`src/rtl/fir_pkg.sv`:
```
// Shared constants and types for the symmetric broadcast FIR and its coefficient sequencer.
package fir_pkg;

    localparam int NUM_TAPS    = 86;
    localparam int FILTER_SIZE = 2 * NUM_TAPS;
    localparam int FILL        = FILTER_SIZE + 1;
    localparam int COEFF_W     = 16;

    typedef enum logic {RUN, SWAP} state_t;

    typedef logic signed [COEFF_W-1:0] coeff_t;

    // Accepted samples needed before the filter window holds only real data.
    function automatic int fill_count(input int taps);
        return 2 * taps + 1;
    endfunction

endpackage

```
`src/rtl/fir_coeff_bank.sv`:
```
// Double-buffered coefficient store: writes land in the shadow bank, the active bank drives the bus.
module fir_coeff_bank #(
    parameter int NUM_TAPS = 86,
    parameter int COEFF_W  = 16,
    parameter int AW       = $clog2(NUM_TAPS)
) (
    input  logic                        clk,
    input  logic                        reset,
    input  logic                        we,
    input  logic [AW-1:0]               addr,
    input  logic signed [COEFF_W-1:0]   data,
    input  logic                        bank_sel,
    output logic [NUM_TAPS*COEFF_W-1:0] coeff_bus
);

    logic signed [COEFF_W-1:0] bank0 [NUM_TAPS];
    logic signed [COEFF_W-1:0] bank1 [NUM_TAPS];
    logic                      we0;
    logic                      we1;

    // bank_sel names the active bank, so writes steer to the other one.
    assign we0 = we & bank_sel;
    assign we1 = we & ~bank_sel;

    always_ff @(posedge clk) begin
        if (reset) begin
            for (int i = 0; i < NUM_TAPS; i++) begin
                bank0[i] <= '0;
                bank1[i] <= '0;
            end
        end else begin
            if (we0) bank0[addr] <= data;
            if (we1) bank1[addr] <= data;
        end
    end

    always_comb begin
        coeff_bus = '0;
        for (int i = 0; i < NUM_TAPS; i++) begin
            coeff_bus[i*COEFF_W +: COEFF_W] = bank_sel ? bank1[i] : bank0[i];
        end
    end

endmodule

```
`src/rtl/fir_coeff_sequencer.sv`:
```
// Sequences the symmetric FIR: gates samples into the filter, loads coefficients
// into a shadow bank and commits them with a one-cycle swap that can flush the filter.
module fir_coeff_sequencer #(
    parameter int NUM_TAPS      = fir_pkg::NUM_TAPS,
    parameter int COEFF_W       = fir_pkg::COEFF_W,
    parameter int DATA_W        = 16,
    parameter bit CLEAR_ON_SWAP = 1'b1
) (
    input  logic                          clk,
    input  logic                          reset,
    input  logic                          in_valid,
    input  logic signed [DATA_W-1:0]      in_data,
    output logic                          in_ready,
    input  logic                          cfg_valid,
    input  logic [$clog2(NUM_TAPS)-1:0]   cfg_addr,
    input  logic signed [COEFF_W-1:0]     cfg_data,
    input  logic                          cfg_last,
    output logic                          cfg_ready,
    output logic                          filt_en,
    output logic signed [DATA_W-1:0]      filt_data,
    output logic                          filt_reset,
    output logic [NUM_TAPS*COEFF_W-1:0]   coeff_bus,
    output logic                          out_valid,
    output logic                          active_bank,
    output logic                          cfg_err
);
    import fir_pkg::*;

    localparam int AW     = $clog2(NUM_TAPS);
    localparam int FILL_N = fill_count(NUM_TAPS);
    localparam int CNT_W  = $clog2(FILL_N + 1);

    state_t           state;
    state_t           state_next;
    logic             swap_pending;
    logic             cfg_fire;
    logic             addr_ok;
    logic             fill_clear;
    logic [CNT_W-1:0] fill_cnt;
    logic [CNT_W-1:0] fill_inc;
    logic [CNT_W-1:0] fill_next;

    function automatic logic [CNT_W-1:0] fill_sat_inc(input logic [CNT_W-1:0] c);
        if (c >= CNT_W'(FILL_N)) return CNT_W'(FILL_N);
        return c + CNT_W'(1);
    endfunction

    assign cfg_ready = ~swap_pending & (state == RUN) & ~reset;
    assign cfg_fire  = cfg_valid & cfg_ready;
    assign addr_ok   = (32'(cfg_addr) < NUM_TAPS);
    assign filt_en   = in_valid & in_ready;
    assign filt_data = in_data;

    fir_coeff_bank #(
        .NUM_TAPS (NUM_TAPS),
        .COEFF_W  (COEFF_W),
        .AW       (AW)
    ) u_bank (
        .clk       (clk),
        .reset     (reset),
        .we        (cfg_fire & addr_ok),
        .addr      (cfg_addr),
        .data      (cfg_data),
        .bank_sel  (active_bank),
        .coeff_bus (coeff_bus)
    );

    // The swap starts the cycle after cfg_last is accepted, so the request is
    // taken straight from the handshake as well as from the pending flag.
    always_comb begin
        state_next = state;
        in_ready   = 1'b0;
        filt_reset = reset;
        fill_clear = 1'b0;
        unique case (state)
            RUN: begin
                in_ready = ~reset;
                if (swap_pending | (cfg_fire & cfg_last)) state_next = SWAP;
            end
            SWAP: begin
                state_next = RUN;
                filt_reset = reset | CLEAR_ON_SWAP;
                fill_clear = CLEAR_ON_SWAP;
            end
            default: state_next = RUN;
        endcase
    end

    always_comb begin
        fill_inc  = fill_sat_inc(fill_cnt);
        fill_next = fill_cnt;
        if (fill_clear)   fill_next = '0;
        else if (filt_en) fill_next = fill_inc;
    end

    always_ff @(posedge clk) begin
        if (reset) begin
            state        <= RUN;
            swap_pending <= 1'b0;
            active_bank  <= 1'b0;
            cfg_err      <= 1'b0;
            fill_cnt     <= '0;
            out_valid    <= 1'b0;
        end else begin
            state <= state_next;
            if (state == SWAP) begin
                swap_pending <= 1'b0;
                active_bank  <= ~active_bank;
            end else if (cfg_fire & cfg_last) begin
                swap_pending <= 1'b1;
            end
            if (cfg_fire & ~addr_ok) cfg_err <= 1'b1;
            fill_cnt  <= fill_next;
            out_valid <= filt_en & (fill_inc >= CNT_W'(FILL_N));
        end
    end

endmodule
```
`config.mk`:
```
export PLATFORM = sky130hd
export DESIGN_NAME = fir_coeff_sequencer
export DESIGN_NICKNAME = d
export VERILOG_FILES = /design/src/rtl/fir_pkg.sv /design/src/rtl/fir_coeff_bank.sv /design/src/rtl/fir_coeff_sequencer.sv
export SDC_FILE = /design/constraint.sdc
export NUM_CORES = 2
export LEC_CHECK = 0
export CORE_AREA = 2 2 556 558
export CTS_BUF_LIST = sky130_fd_sc_hd__clkbuf_16
export CTS_CLUSTER_DIAMETER = 200
export DETAILED_ROUTE_END_ITERATION = 12
export DIE_AREA = 0 0 558 560
export MAX_ROUTING_LAYER = met4
export PLACE_DENSITY = 0.7
export SYNTH_ARGS = -nofsm -noshare
export SYNTH_HDL_FRONTEND = slang
export SYNTH_SLANG_ARGS = --single-unit
```
`constraint.sdc`:
```
create_clock -name clk -period 6 [get_ports clk]
set_input_delay 1.5 -clock clk [delete_from_list [all_inputs] [get_ports clk]]
set_output_delay 1.5 -clock clk [all_outputs]
set_load 0.03 [all_outputs]
```
==> qor.csv <==
metric;value;unit
outcome;complete, no violations;
Num CTS Buffers;300;
die area;0.3125;mm^2
Core ar.;0.3071;mm^2
Die W;558;um
final setup margin;0.8323;ns
Post-synth EDFFs;2752;
Cell variety after synth;56;
WS Path Type;reg -> out;
placed cell areas;0.1402;mm^2
max_cap viols;0;
final period utilization;86.13;%
Final Hold Fails;0;
Slew Limit Fails;0;
Post-CTS Setup Bufs;0;
Tot Pwr;46.72;mW
register bit total from synthesis;2765;
Final Critical Period;5.168;ns
DR pass1 iterations;6;
Worst EP required;4.50;ns
Design Area, Final;0.1502;mm^2
area grow syn2layout;23.99;%
routed length per instance;29.97;um
ys async rst share;0;%
Leak;55.56;nW
clock root buffer;clkbuf_16;
Die Ht;560;um
DRT antenna net count;0;
Placer Congestion;0.8801;
site row count;204;
hpwl dp;273900;um
setup TNS;0;ns
Worst Tran Pin Value;1.325;ns
PortBufs;1410;
FILL cells;25650;
Via density;5.198;
Finish-stage setup viols;0;
hold slack final;0.5110;ns
Total GRT Usage;26.36;%
crit path max fanout;36;
CTS tree;done;
Startpoint Class;flip-flop;
largest net degree at the start of global routing;105;
hold_buf cts;0;
PD cells;311.0;mW/mm^2
clock slew at reported path FFs;0.07;ns
antenna violations before repair;35;
worst slack at placement;0.3117;ns
register area share after synthesis;68.42;%
Worst Hold Class;reg -> reg;
Worst-Skew Late Latency;0.90;ns
vias in the first global route;70940;
Starting Density;39.46;%
CP Launch Point;active_bank$_SDFFE_PP0P_;
Net Count, Synth;8118;
Critical Path AT;3.67;ns
fmax;193.5;MHz
R2R setup slack;1.94;ns
skew final;0.04498;ns
reg2reg path depth;7;
I/O pin count;1443;
vias;71400;
Worst R2R Start;active_bank$_SDFFE_PP0P_;
Clock Path Buffers;4;
cell count after synthesis;8071;
share of cells above drive strength 1;24.38;%
CP endpoint kind;output port;
crit path to;coeff_bus[416];
Final nets;9394;
Post-Syn Area per Cell;15.01;um^2
drt initial violations;8206;
GR Overflow Total;0;
# DRC;0;
ys flop type;edfxtp_1;
cts repair resizes;0;
number of H-tree levels;5;
yosys warns;0;
Max VDD drop;0.0002482;V
FF-to-FF End;u_bank.bank1[46][15]$_SDFFCE_PN0P_;
Total Wirelength;411700;um
Sinks on Clock Net;2765;
Mapped Area;0.1212;mm^2
RSZ-0062 raised after global routing;false;
Slew headroom;11.48;%
first-pass GRT wire length;560200;um
cells in the final DEF, fill, tap and decap left out, types with 9 or more instances in the layout:
cell	instances
buf_6	17
bufinv_16	33
or2_2	174
clkdlybuf4s50_1	1363
edfxtp_1	2752
and2_1	2756
mux2_2	1376
nand2_1	18
dfxtp_1	12
nor2_4	9
buf_4	251
a21oi_1	9
nor2_2	24
diode_2	30
buf_12	33
clkinvlp_4	14
clkinv_16	12
clkbuf_16	302
inv_1	72
clkinv_2	44
clkinv_1	51
nand3_1	9
nor2_1	150
routing by layer:
metal	track usage, %	up-vias	wire length (um)
met1	31.23	36410	153600
met4	10.37	0	18300
met2	41.63	3505	194700
met5	-	-	0
li1	-	30860	-
met3	8.413	628	45060
area by class of cell:
cell class / count / area, um^2 / share of cell area, %
Sequential cell: 2765 / 82900 / 55.19
Multi-Input combinational cell: 4605 / 35680 / 23.75
Timing Repair Buffer: 1665 / 16410 / 10.92
Clock buffer: 302 / 7557 / 5.031
Tap cell: 4120 / 5155 / 3.432
Clock inverter: 240 / 2409 / 1.603
Antenna cell: 30 / 75.07 / 0.04997
Inverter: 10 / 37.54 / 0.02499
power breakdown:
group	leakage, nW	switching, mW	internal (mW)
Combinational	21.9	3.90	2.05
Sequential	28.6	0.195	21.8
Clock	5.06	8.05	10.7
Total	55.6	12.1	34.6
sequential cells by signal, indices dropped and copies added, names as in the netlist:
signal	count
cfg_err	1
state	1
swap_pending	1
u_bank.bank1	1376
u_bank.bank0	1376
active_bank	1
fill_cnt	8
out_valid	1
synthesized netlist by cell type (all sizes together), types with 3 or more instances:
master,count,area [um^2]
nor2b,8,50.05
nand4,4,25.02
o2111ai,8,130.1
dfxtp,13,260.3
a21o,3,22.52
inv,9,33.78
o211ai,10,141.4
o21ai,5,25.02
nor3b,4,40.03
ha,3,37.54
a21oi,10,61.31
edfxtp,2752,82640
nand2b,4,25.02
nor2,183,799.5
or2,174,1089
and2,2756,17240
a211oi,3,22.52
nand3,9,45.04
clkbuf,661,2492
and3,4,25.02
nand2,18,67.56
buf,30,200.2
mux2,1376,15490
critical path, stage by stage (launching register included):
cell	delay (ns)
dfxtp_4	0.72
buf_12	0.29
buf_4	0.48
mux2_2	0.50
clkdlybuf4s50_1	0.66
how the worst min path moves through the flow:
stage          cells after the start                       end  slack, ns                     start
2_1_floorplan                      1  fill_cnt[0]$_SDFFE_PN0P_       0.48  fill_cnt[0]$_SDFFE_PN0P_
3_3_place_gp                       2      cfg_err$_SDFFE_PP0P_       0.48      cfg_err$_SDFFE_PP0P_
3_5_place_dp                       2      cfg_err$_SDFFE_PP0P_       0.49      cfg_err$_SDFFE_PP0P_
4_1_cts                            2      cfg_err$_SDFFE_PP0P_       0.50      cfg_err$_SDFFE_PP0P_
5_1_grt                            2      cfg_err$_SDFFE_PP0P_       0.54      cfg_err$_SDFFE_PP0P_
6_report                           2      cfg_err$_SDFFE_PP0P_       0.51      cfg_err$_SDFFE_PP0P_
logic make-up (layout without fill, tap and decap cells):
group	count (synthesis)	count (layout)	share of synthesized area [%]
other	0	30	0
flip-flops	2765	2765	68.42
buffers and inverters	701	2217	2.253
AND/OR/NAND/NOR	3173	3173	16.08
adder cells (fa/ha/maj)	3	3	0.03098
multiplexers	1378	1378	12.81
AO/OA/AOI/OAI	49	49	0.3966
XOR/XNOR	2	2	0.01446
metrics by stage:
| stage | instances | util [%] |
|---|---|---|
| final | 13740 | 48.92 |
| after floorplan | 8071 | - |
| after global placement | 13160 | 45.64 |
| after detailed placement | 13170 | 45.65 |
| after CTS | 13710 | 48.90 |
| after global routing | 13720 | 48.91 |
Note: power is estimated with default switching activity, not from simulation.
